$ cat config.mk
export PLATFORM = sky130hd
export DESIGN_NAME = idt_pll_config_ctrl
export DESIGN_NICKNAME = d
export VERILOG_FILES = /design/src/rtl/idt_pll_config_ctrl.sv
export SDC_FILE = /design/constraint.sdc
export NUM_CORES = 1
export LEC_CHECK = 0
export BUFFER_PORTS_ARGS = -buffer_cell sky130_fd_sc_hd__buf_2
export CAP_MARGIN = 10
export CORE_ASPECT_RATIO = 0.7
export CORE_MARGIN = 2
export CORE_UTILIZATION = 64
export CTS_BUF_LIST = sky130_fd_sc_hd__clkbuf_4 sky130_fd_sc_hd__clkbuf_8
export DETAILED_ROUTE_END_ITERATION = 10
export PLACE_DENSITY = 0.89
export SLEW_MARGIN = 15
export SYNTH_ARGS = -nofsm -noshare
export SYNTH_HDL_FRONTEND = slang
export SYNTH_SLANG_ARGS = --single-unit
$ cat constraint.sdc
create_clock -name osc_clk -period 5.2 [get_ports osc_clk]
set_clock_uncertainty 0.15 [all_clocks]
set_input_delay 1.04 -clock osc_clk [delete_from_list [all_inputs] [get_ports osc_clk]]
set_output_delay 1.04 -clock osc_clk [all_outputs]
set_load 0.01 [all_outputs]
$ cat src/rtl/idt_pll_config_ctrl.sv
// Serial programming sequencer for the IDT pixel-clock synthesizer: shifts a
// 24-bit config word out MSB-first, pulses the load strobe, then waits for PLL lock.
module idt_pll_config_ctrl #(
    parameter int          CLK_DIV     = 4,
    parameter int          LOCK_WAIT   = 1000000,
    parameter logic [23:0] BOOT_CONFIG = 24'h31149F
) (
    input  logic        osc_clk,
    input  logic        osc_reset_,
    input  logic        cfg_req,
    input  logic [23:0] cfg_word,
    output logic        cfg_ack,
    output logic        busy,
    output logic        locked,
    output logic [23:0] cfg_current,
    output logic        idt_sclk,
    output logic        idt_data,
    output logic        idt_strobe
);
    localparam int PW = $clog2(2 * CLK_DIV + 1);
    localparam int SW = $clog2(LOCK_WAIT + 1);
    localparam logic [PW-1:0] HALF_LOAD   = PW'(CLK_DIV - 1);
    localparam logic [PW-1:0] STRB_LOAD   = PW'(2 * CLK_DIV - 1);
    localparam logic [SW-1:0] SETTLE_LOAD = SW'(LOCK_WAIT - 1);

    typedef enum logic [2:0] {BOOT, IDLE, SHIFT_LO, SHIFT_HI, STROBE, SETTLE} state_t;

    state_t        state, state_n;
    logic [4:0]    bit_idx, bit_idx_n;
    logic [PW-1:0] phase_cnt, phase_cnt_n;
    logic [SW-1:0] settle_cnt, settle_cnt_n;
    logic [23:0]   shreg, shreg_n;
    logic [23:0]   cfg_current_n;
    logic          cfg_ack_n, busy_n, locked_n, sclk_n, data_n, strobe_n;

    always_ff @(posedge osc_clk or negedge osc_reset_) begin
        if (!osc_reset_) begin
            state       <= BOOT;
            bit_idx     <= '0;
            phase_cnt   <= '0;
            settle_cnt  <= '0;
            shreg       <= BOOT_CONFIG;
            cfg_current <= '0;
            cfg_ack     <= 1'b0;
            busy        <= 1'b0;
            locked      <= 1'b0;
            idt_sclk    <= 1'b0;
            idt_data    <= 1'b0;
            idt_strobe  <= 1'b0;
        end else begin
            state       <= state_n;
            bit_idx     <= bit_idx_n;
            phase_cnt   <= phase_cnt_n;
            settle_cnt  <= settle_cnt_n;
            shreg       <= shreg_n;
            cfg_current <= cfg_current_n;
            cfg_ack     <= cfg_ack_n;
            busy        <= busy_n;
            locked      <= locked_n;
            idt_sclk    <= sclk_n;
            idt_data    <= data_n;
            idt_strobe  <= strobe_n;
        end
    end

    always_comb begin
        state_n       = state;
        bit_idx_n     = bit_idx;
        phase_cnt_n   = phase_cnt;
        settle_cnt_n  = settle_cnt;
        shreg_n       = shreg;
        cfg_current_n = cfg_current;
        cfg_ack_n     = 1'b0;
        busy_n        = busy;
        locked_n      = locked;
        sclk_n        = idt_sclk;
        data_n        = idt_data;
        strobe_n      = idt_strobe;

        case (state)
            BOOT: begin
                state_n       = SHIFT_LO;
                bit_idx_n     = 5'd23;
                phase_cnt_n   = HALF_LOAD;
                shreg_n       = BOOT_CONFIG;
                cfg_current_n = BOOT_CONFIG;
                busy_n        = 1'b1;
                locked_n      = 1'b0;
                sclk_n        = 1'b0;
                data_n        = BOOT_CONFIG[23];
                strobe_n      = 1'b0;
            end
            IDLE: begin
                if (cfg_req) begin
                    state_n       = SHIFT_LO;
                    bit_idx_n     = 5'd23;
                    phase_cnt_n   = HALF_LOAD;
                    shreg_n       = cfg_word;
                    cfg_current_n = cfg_word;
                    cfg_ack_n     = 1'b1;
                    busy_n        = 1'b1;
                    locked_n      = 1'b0;
                    sclk_n        = 1'b0;
                    data_n        = cfg_word[23];
                end
            end
            SHIFT_LO: begin
                if (phase_cnt == '0) begin
                    state_n     = SHIFT_HI;
                    phase_cnt_n = HALF_LOAD;
                    sclk_n      = 1'b1;
                end else begin
                    phase_cnt_n = phase_cnt - PW'(1);
                end
            end
            SHIFT_HI: begin
                if (phase_cnt != '0) begin
                    phase_cnt_n = phase_cnt - PW'(1);
                end else if (bit_idx != 5'd0) begin
                    // Next bit moves into the MSB so idt_data always drives shreg[23].
                    state_n     = SHIFT_LO;
                    bit_idx_n   = bit_idx - 5'd1;
                    phase_cnt_n = HALF_LOAD;
                    shreg_n     = {shreg[22:0], 1'b0};
                    sclk_n      = 1'b0;
                    data_n      = shreg[22];
                end else begin
                    state_n     = STROBE;
                    phase_cnt_n = STRB_LOAD;
                    sclk_n      = 1'b0;
                    data_n      = 1'b0;
                    strobe_n    = 1'b1;
                end
            end
            STROBE: begin
                if (phase_cnt == '0) begin
                    state_n      = SETTLE;
                    settle_cnt_n = SETTLE_LOAD;
                    strobe_n     = 1'b0;
                end else begin
                    phase_cnt_n = phase_cnt - PW'(1);
                end
            end
            SETTLE: begin
                if (settle_cnt == '0) begin
                    state_n  = IDLE;
                    busy_n   = 1'b0;
                    locked_n = 1'b1;
                end else begin
                    settle_cnt_n = settle_cnt - SW'(1);
                end
            end
            default: state_n = BOOT;
        endcase
    end
endmodule

; ---- Yosys cells after proc, flatten, opt, wreduce, memory -nomap -nowiden
; Index checks and enable logic that the tools add are counted.
[totals]
ff_bits = 85
inputBits = 27
elab_cells = 94
[classes]
eq_ne = 14
n_mux = 44
n_reduce_logical = 21
n_addsub = 3
[ops]
columns = cell, count
row1 = 23-bit one-hot mux with 3 select lines, 1
row2 = 24-bit one-hot mux with 2 select lines, 1
row3 = 23-bit 2-to-1 mux, 2
row4 = 20-bit 2-to-1 mux, 2
row5 = 20-bit one-hot mux with 2 select lines, 1
row6 = 24-bit 2-to-1 mux, 1
row7 = 3-bit 2-to-1 mux, 7
row8 = 20-bit logical NOT, 1
row9 = 4-bit one-hot mux with 5 select lines, 1
row10 = 20-bit by 1-bit subtractor with 20-bit output (second input constant), 1
row11 = 2-bit inequality test (second input constant), 9
row12 = 3-bit one-hot mux with 6 select lines, 1
row13 = 4-bit 2-to-1 mux, 4
row14 = 5-bit 2-to-1 mux, 3
row15 = 5-bit one-hot mux with 3 select lines, 1
row16 = 1-bit 2-to-1 mux, 14
row17 = 1-bit one-hot mux with 3 select lines, 4
row18 = 3-bit AND reduction, 4
row19 = 4-bit AND reduction, 3
row20 = 5-bit nonzero test, 2
row21 = 3-bit nonzero test, 3
row22 = 4-bit nonzero test, 2
row23 = 3-bit by 2-bit == test with 1-bit output (second input constant), 2
row24 = 3-bit == test (second input constant), 2
row25 = 9 further kinds, 10

; ---- Depth between registers and ports, before layout
[logic_depth]
depth_word = 4
mapped_depth = 8

; ---- Least setup slack after synthesis
; No wires, ideal clock.
[synth_timing]
kind = reg2reg
from = register phase_cnt[0]
to = register shreg[13]
setup_ns = 0.125
stages_incl_launch_ff = 8
slack_ns = 3.067
arrival_time_ns = 1.858
t_required_ns = 4.925
cell_sequence = dfrtp_1 inv_1 ha_1 nor3b_1 nand4_1 a21oi_1 buf_2 mux2_2
[synth_between]
elab_chain_cells = 3
[synth_rtl]
columns = item, line_no
row1 = "start, declared", 30  ; logic [PW-1:0] phase_cnt, phase_cnt_n;
row2 = "start signal, assigned", 53  ; phase_cnt <= phase_cnt_n;
row3 = 4-bit nonzero test, 117  ; if (phase_cnt != '0) begin
row4 = 2-bit inequality test (no line), n/a
row5 = 4-bit AND reduction (no line), n/a
row6 = "end signal, assigned", 55  ; shreg <= shreg_n;
row7 = "end, declared", 32  ; logic [23:0] shreg, shreg_n;
; No other way between the ends.
; A chain may end at the register's enable or synchronous reset.

; ---- Worst setup path after layout
[layout_timing]
from = register phase_cnt[0]
to = register shreg[17]
; Same word-level chain as after synthesis.

==> results.py <==
metrics = {
    "drt": {
        "routedWlPerCell_um": 19.6,
        "firstDrtPassIters": 5,
        "viasPerCell": 6.65,
        "vias": 3453,
        "drt_iter0_drc": 288,
        "drtAntennaViolNets": 0,
        "post-route-drc-count": 0,
        "wl_um": 10200,
    },
    "floorplanning": {
        "start_util": 0.673,
        "die_area_mm2": 0.00731,
        "die_x_um": 101,
        "fp.coreArea_mm2": 0.00631,
        "rows": 24,
        "ios": 57,
        "die_h_um": 72.1,
    },
    "clock_tree": {
        "cts_max_path_buffers": 2,
        "clk_root_buffer_cell": "clkbuf_8",
        "post-cts-setup-buffer-count": 0,
        "cts.sinks": 85,
        "cts.repair.resized": 0,
        "cts_tree": "built",
        "cts_made_buffers": 9,
        "clk_latency_ns": 0.36,
        "h-tree-depth": 3,
        "cts.reportedPaths.clkPinSlew_ns": 0.08,
        "cts-hold-fix-buffers": 0,
    },
    "placed_design": {
        "place.gp.congestion": 0.861,
        "io_buffer_count": 56,
        "dp_hpwl_um": 6990,
        "place_inst": 503,
    },
    "global_routing": {
        "grt_max_degree": 86,
        "track_usage": 0.300,
        "first_global_vias": 3397,
        "grt-ovfl-total": 0,
        "antenna_found_initial": 0,
        "grt_pass1_wl_um": 16900,
    },
    "yosys": {
        "ys_seq_elements": 85,
        "synth.distinct_cells": 68,
        "synth_top_family_by_area": "compound AO/OA/AOI/OAI gates",
        "synthMuxAreaShare": 0.0922,
        "synth_compound_area_frac": 0.179,
        "yosysWarnings": 0,
        "synthesis.area_mm2": 0.00425,
        "synth_xor_area_frac": 0.00413,
        "avgSynthCellArea_um2": 10.9,
        "async_flop_share": 1.00,
        "synthCells": 391,
        "synth-adder-area-share": 0.0177,
        "synthSimpleGateAreaFrac": 0.162,
        "synth_nets": 424,
        "yosysSeqAreaShare": 0.504,
        "synth_flop_cell": "dfrtp_1",
        "synth_edf_count": 0,
    },
    "worst_setup_path": {
        "cp_slowest_cell": "a21oi_2",
        "end_kind": "flip-flop",
        "cp.required_ns": 5.28,
        "cp.arrival_ns": 3.10,
        "cp-start-kind": "flip-flop",
        "worstSetupPathType": "flip-flop to flip-flop",
        "worstPathMaxFanout": 20,
        "cp_cell_sequence": "inv_1 > ha_1 > nor3b_1 > nand4_1 > a21oi_2 > mux2_2",
        "crit_path_max_incr_delay_ns": 0.88,
    },
    "sta": {
        "relSlewSlack": 0.264,
        "fmax_mhz": 331,
        "tightest_slew_ns": 1.10,
        "layout_worst_path_cycle_share": 0.581,
        "final-setup-viol-count": 0,
        "final_hold_viol_count": 0,
        "slew_violations": 0,
        "fin_tns_setup_ns": 0,
        "rsz0062_at_grt": "no",
        "finalCriticalPeriod_ns": 3.02,
    },
    "cells_and_area": {
        "regArea_mm2": 0.00214,
        "antenna_cells": 0,
        "fin_cells": 519,
        "final_nets": 469,
        "mostFrequentLayoutCells": "dfrtp_1 (74), buf_2 (55), nand2_1 (28)",
        "fill_cells": 430,
        "syn_to_final_growth_pct": 12.3,
        "drive_above_1_share": 0.268,
        "mostFrequentLayoutCell": "dfrtp_1",
        "multi_input_area_mm2": 0.00194,
    },
    "power": {
        "peakVddDrop_uv": 135,
        "leakage_nw": 2.29,
        "power.density_mw_per_mm2": 254,
    },
    "worst_hold_path": {
        "hold_class": "flip-flop to flip-flop",
    },
    "outcome": {
        "outcome": "complete, no violations",
    },
    "run": {
        "maxCapViolCount": 0,
    },
}
==> worst max-delay path, delay by kind of cell (launching register included) <==
family	cells	cell delay (ns)
AOI/OAI and AO/OA	1	0.88
and+or+nand+nor	2	0.72
DFF	1	0.43
muxes	1	0.42
adders and majority gates	1	0.18
buffers and inverters	1	0.11
==> Yosys cell counts, drive strengths merged, types with 3 or more instances <==
cell type / number / area [um^2]
a211oi: 3 / 22.5
a21o: 12 / 90.1
a21oi: 17 / 85.1
a221o: 8 / 80.1
a22o: 5 / 43.8
a31oi: 4 / 25.0
a32o: 6 / 60.1
and2: 3 / 20.0
and3: 12 / 76.3
and4: 4 / 37.5
buf: 6 / 37.5
clkbuf: 20 / 86.3
dfrtp: 74 / 1850
dfstp: 11 / 289
ha: 6 / 75.1
inv: 13 / 48.8
mux2: 17 / 191
mux2i: 20 / 200
nand2: 28 / 105
nand3: 4 / 20.0
nand4: 4 / 25.0
nor2: 24 / 90.1
nor2b: 3 / 18.8
nor3: 8 / 40.0
nor3b: 4 / 30.0
nor4: 9 / 71.3
o21ai: 15 / 75.1
o22a: 12 / 105
o41ai: 3 / 26.3
or4: 3 / 26.3
or4b: 4 / 40.0
==> cells by family after synthesis <==
group | after synthesis
buffers and inverters | 39
XOR/XNOR | 2
adder cells (fa/ha/maj) | 6
AO/OA/AOI/OAI | 102
multiplexers | 37
flip-flops | 85
AND/OR/NAND/NOR | 120
==> layout make-up <==
type	count	area share
clock buffers	12	0.0320
clock inverters	4	0.0152
inverters	13	0.0102
multi-input cells	267	0.407
flip-flops and latches	85	0.449
well taps	78	0.0205
repair buffers	60	0.0664
==> path summary, 6_finish.rpt <==
| check | cells past startpoint | to | startpoint | slack [ns] |
|---|---|---|---|---|
| min in group asynchronous | 1 | settle_cnt[18] | osc_reset_ | 0.59 |
| max | 6 | shreg[17] | phase_cnt[0] | 2.18 |
| max reg2reg | 6 | shreg[17] | phase_cnt[0] | 2.18 |
| max in group asynchronous | 1 | settle_cnt[11] | osc_reset_ | 3.81 |
| min | 1 | cfg_current[19] | cfg_current[19] | 0.33 |
| min reg2reg | 1 | cfg_current[19] | cfg_current[19] | 0.33 |
==> stage by stage <==
| step | worst slack (ns) | util | instance area, um^2 | hold slack (ns) | power (mW) |
|---|---|---|---|---|---|
| 2_1_floorplan | 3.07 | - | 4250 | 0.319 | 0.675 |
| 3_3_place_gp | 2.20 | 0.720 | 4540 | 0.309 | 0.700 |
| 5_1_grt | 2.00 | 0.756 | 4770 | 0.350 | 1.25 |
| 6_report | 2.18 | 0.756 | 4770 | 0.325 | 1.21 |
| 4_1_cts | 2.22 | 0.756 | 4770 | 0.330 | 1.22 |
| 3_5_place_dp | 2.11 | 0.720 | 4540 | 0.310 | 0.701 |
==> per-layer routing <==
metal	GRT usage	vias up	routed length, um	share of wire
met4	0.0826	0	129	0.013
met5	0	-	0	0
met3	0.0636	13	614	0.060
met2	0.456	150	4820	0.47
li1	-	1568	-	-
met1	0.443	1722	4620	0.45
==> where the power goes <==
group          leakage, nW  internal, mW  switching (mW)
clock                0.113         0.294           0.230
sequential            1.02         0.661               0
combinational         1.15       0.00774          0.0189
total                 2.29         0.962           0.249
==> flip-flops by register name, indices dropped and copies added (netlist names) <==
| signal | count |
|---|---|
| settle_cnt | 20 |
| idt_data | 1 |
| bit_idx | 5 |
| cfg_ack | 1 |
| shreg | 23 |
| idt_strobe | 1 |
| idt_sclk | 1 |
| phase_cnt | 4 |
| busy | 1 |
| cfg_current | 24 |
| state | 3 |
| locked | 1 |
Note: power is estimated with default switching activity, not from simulation.
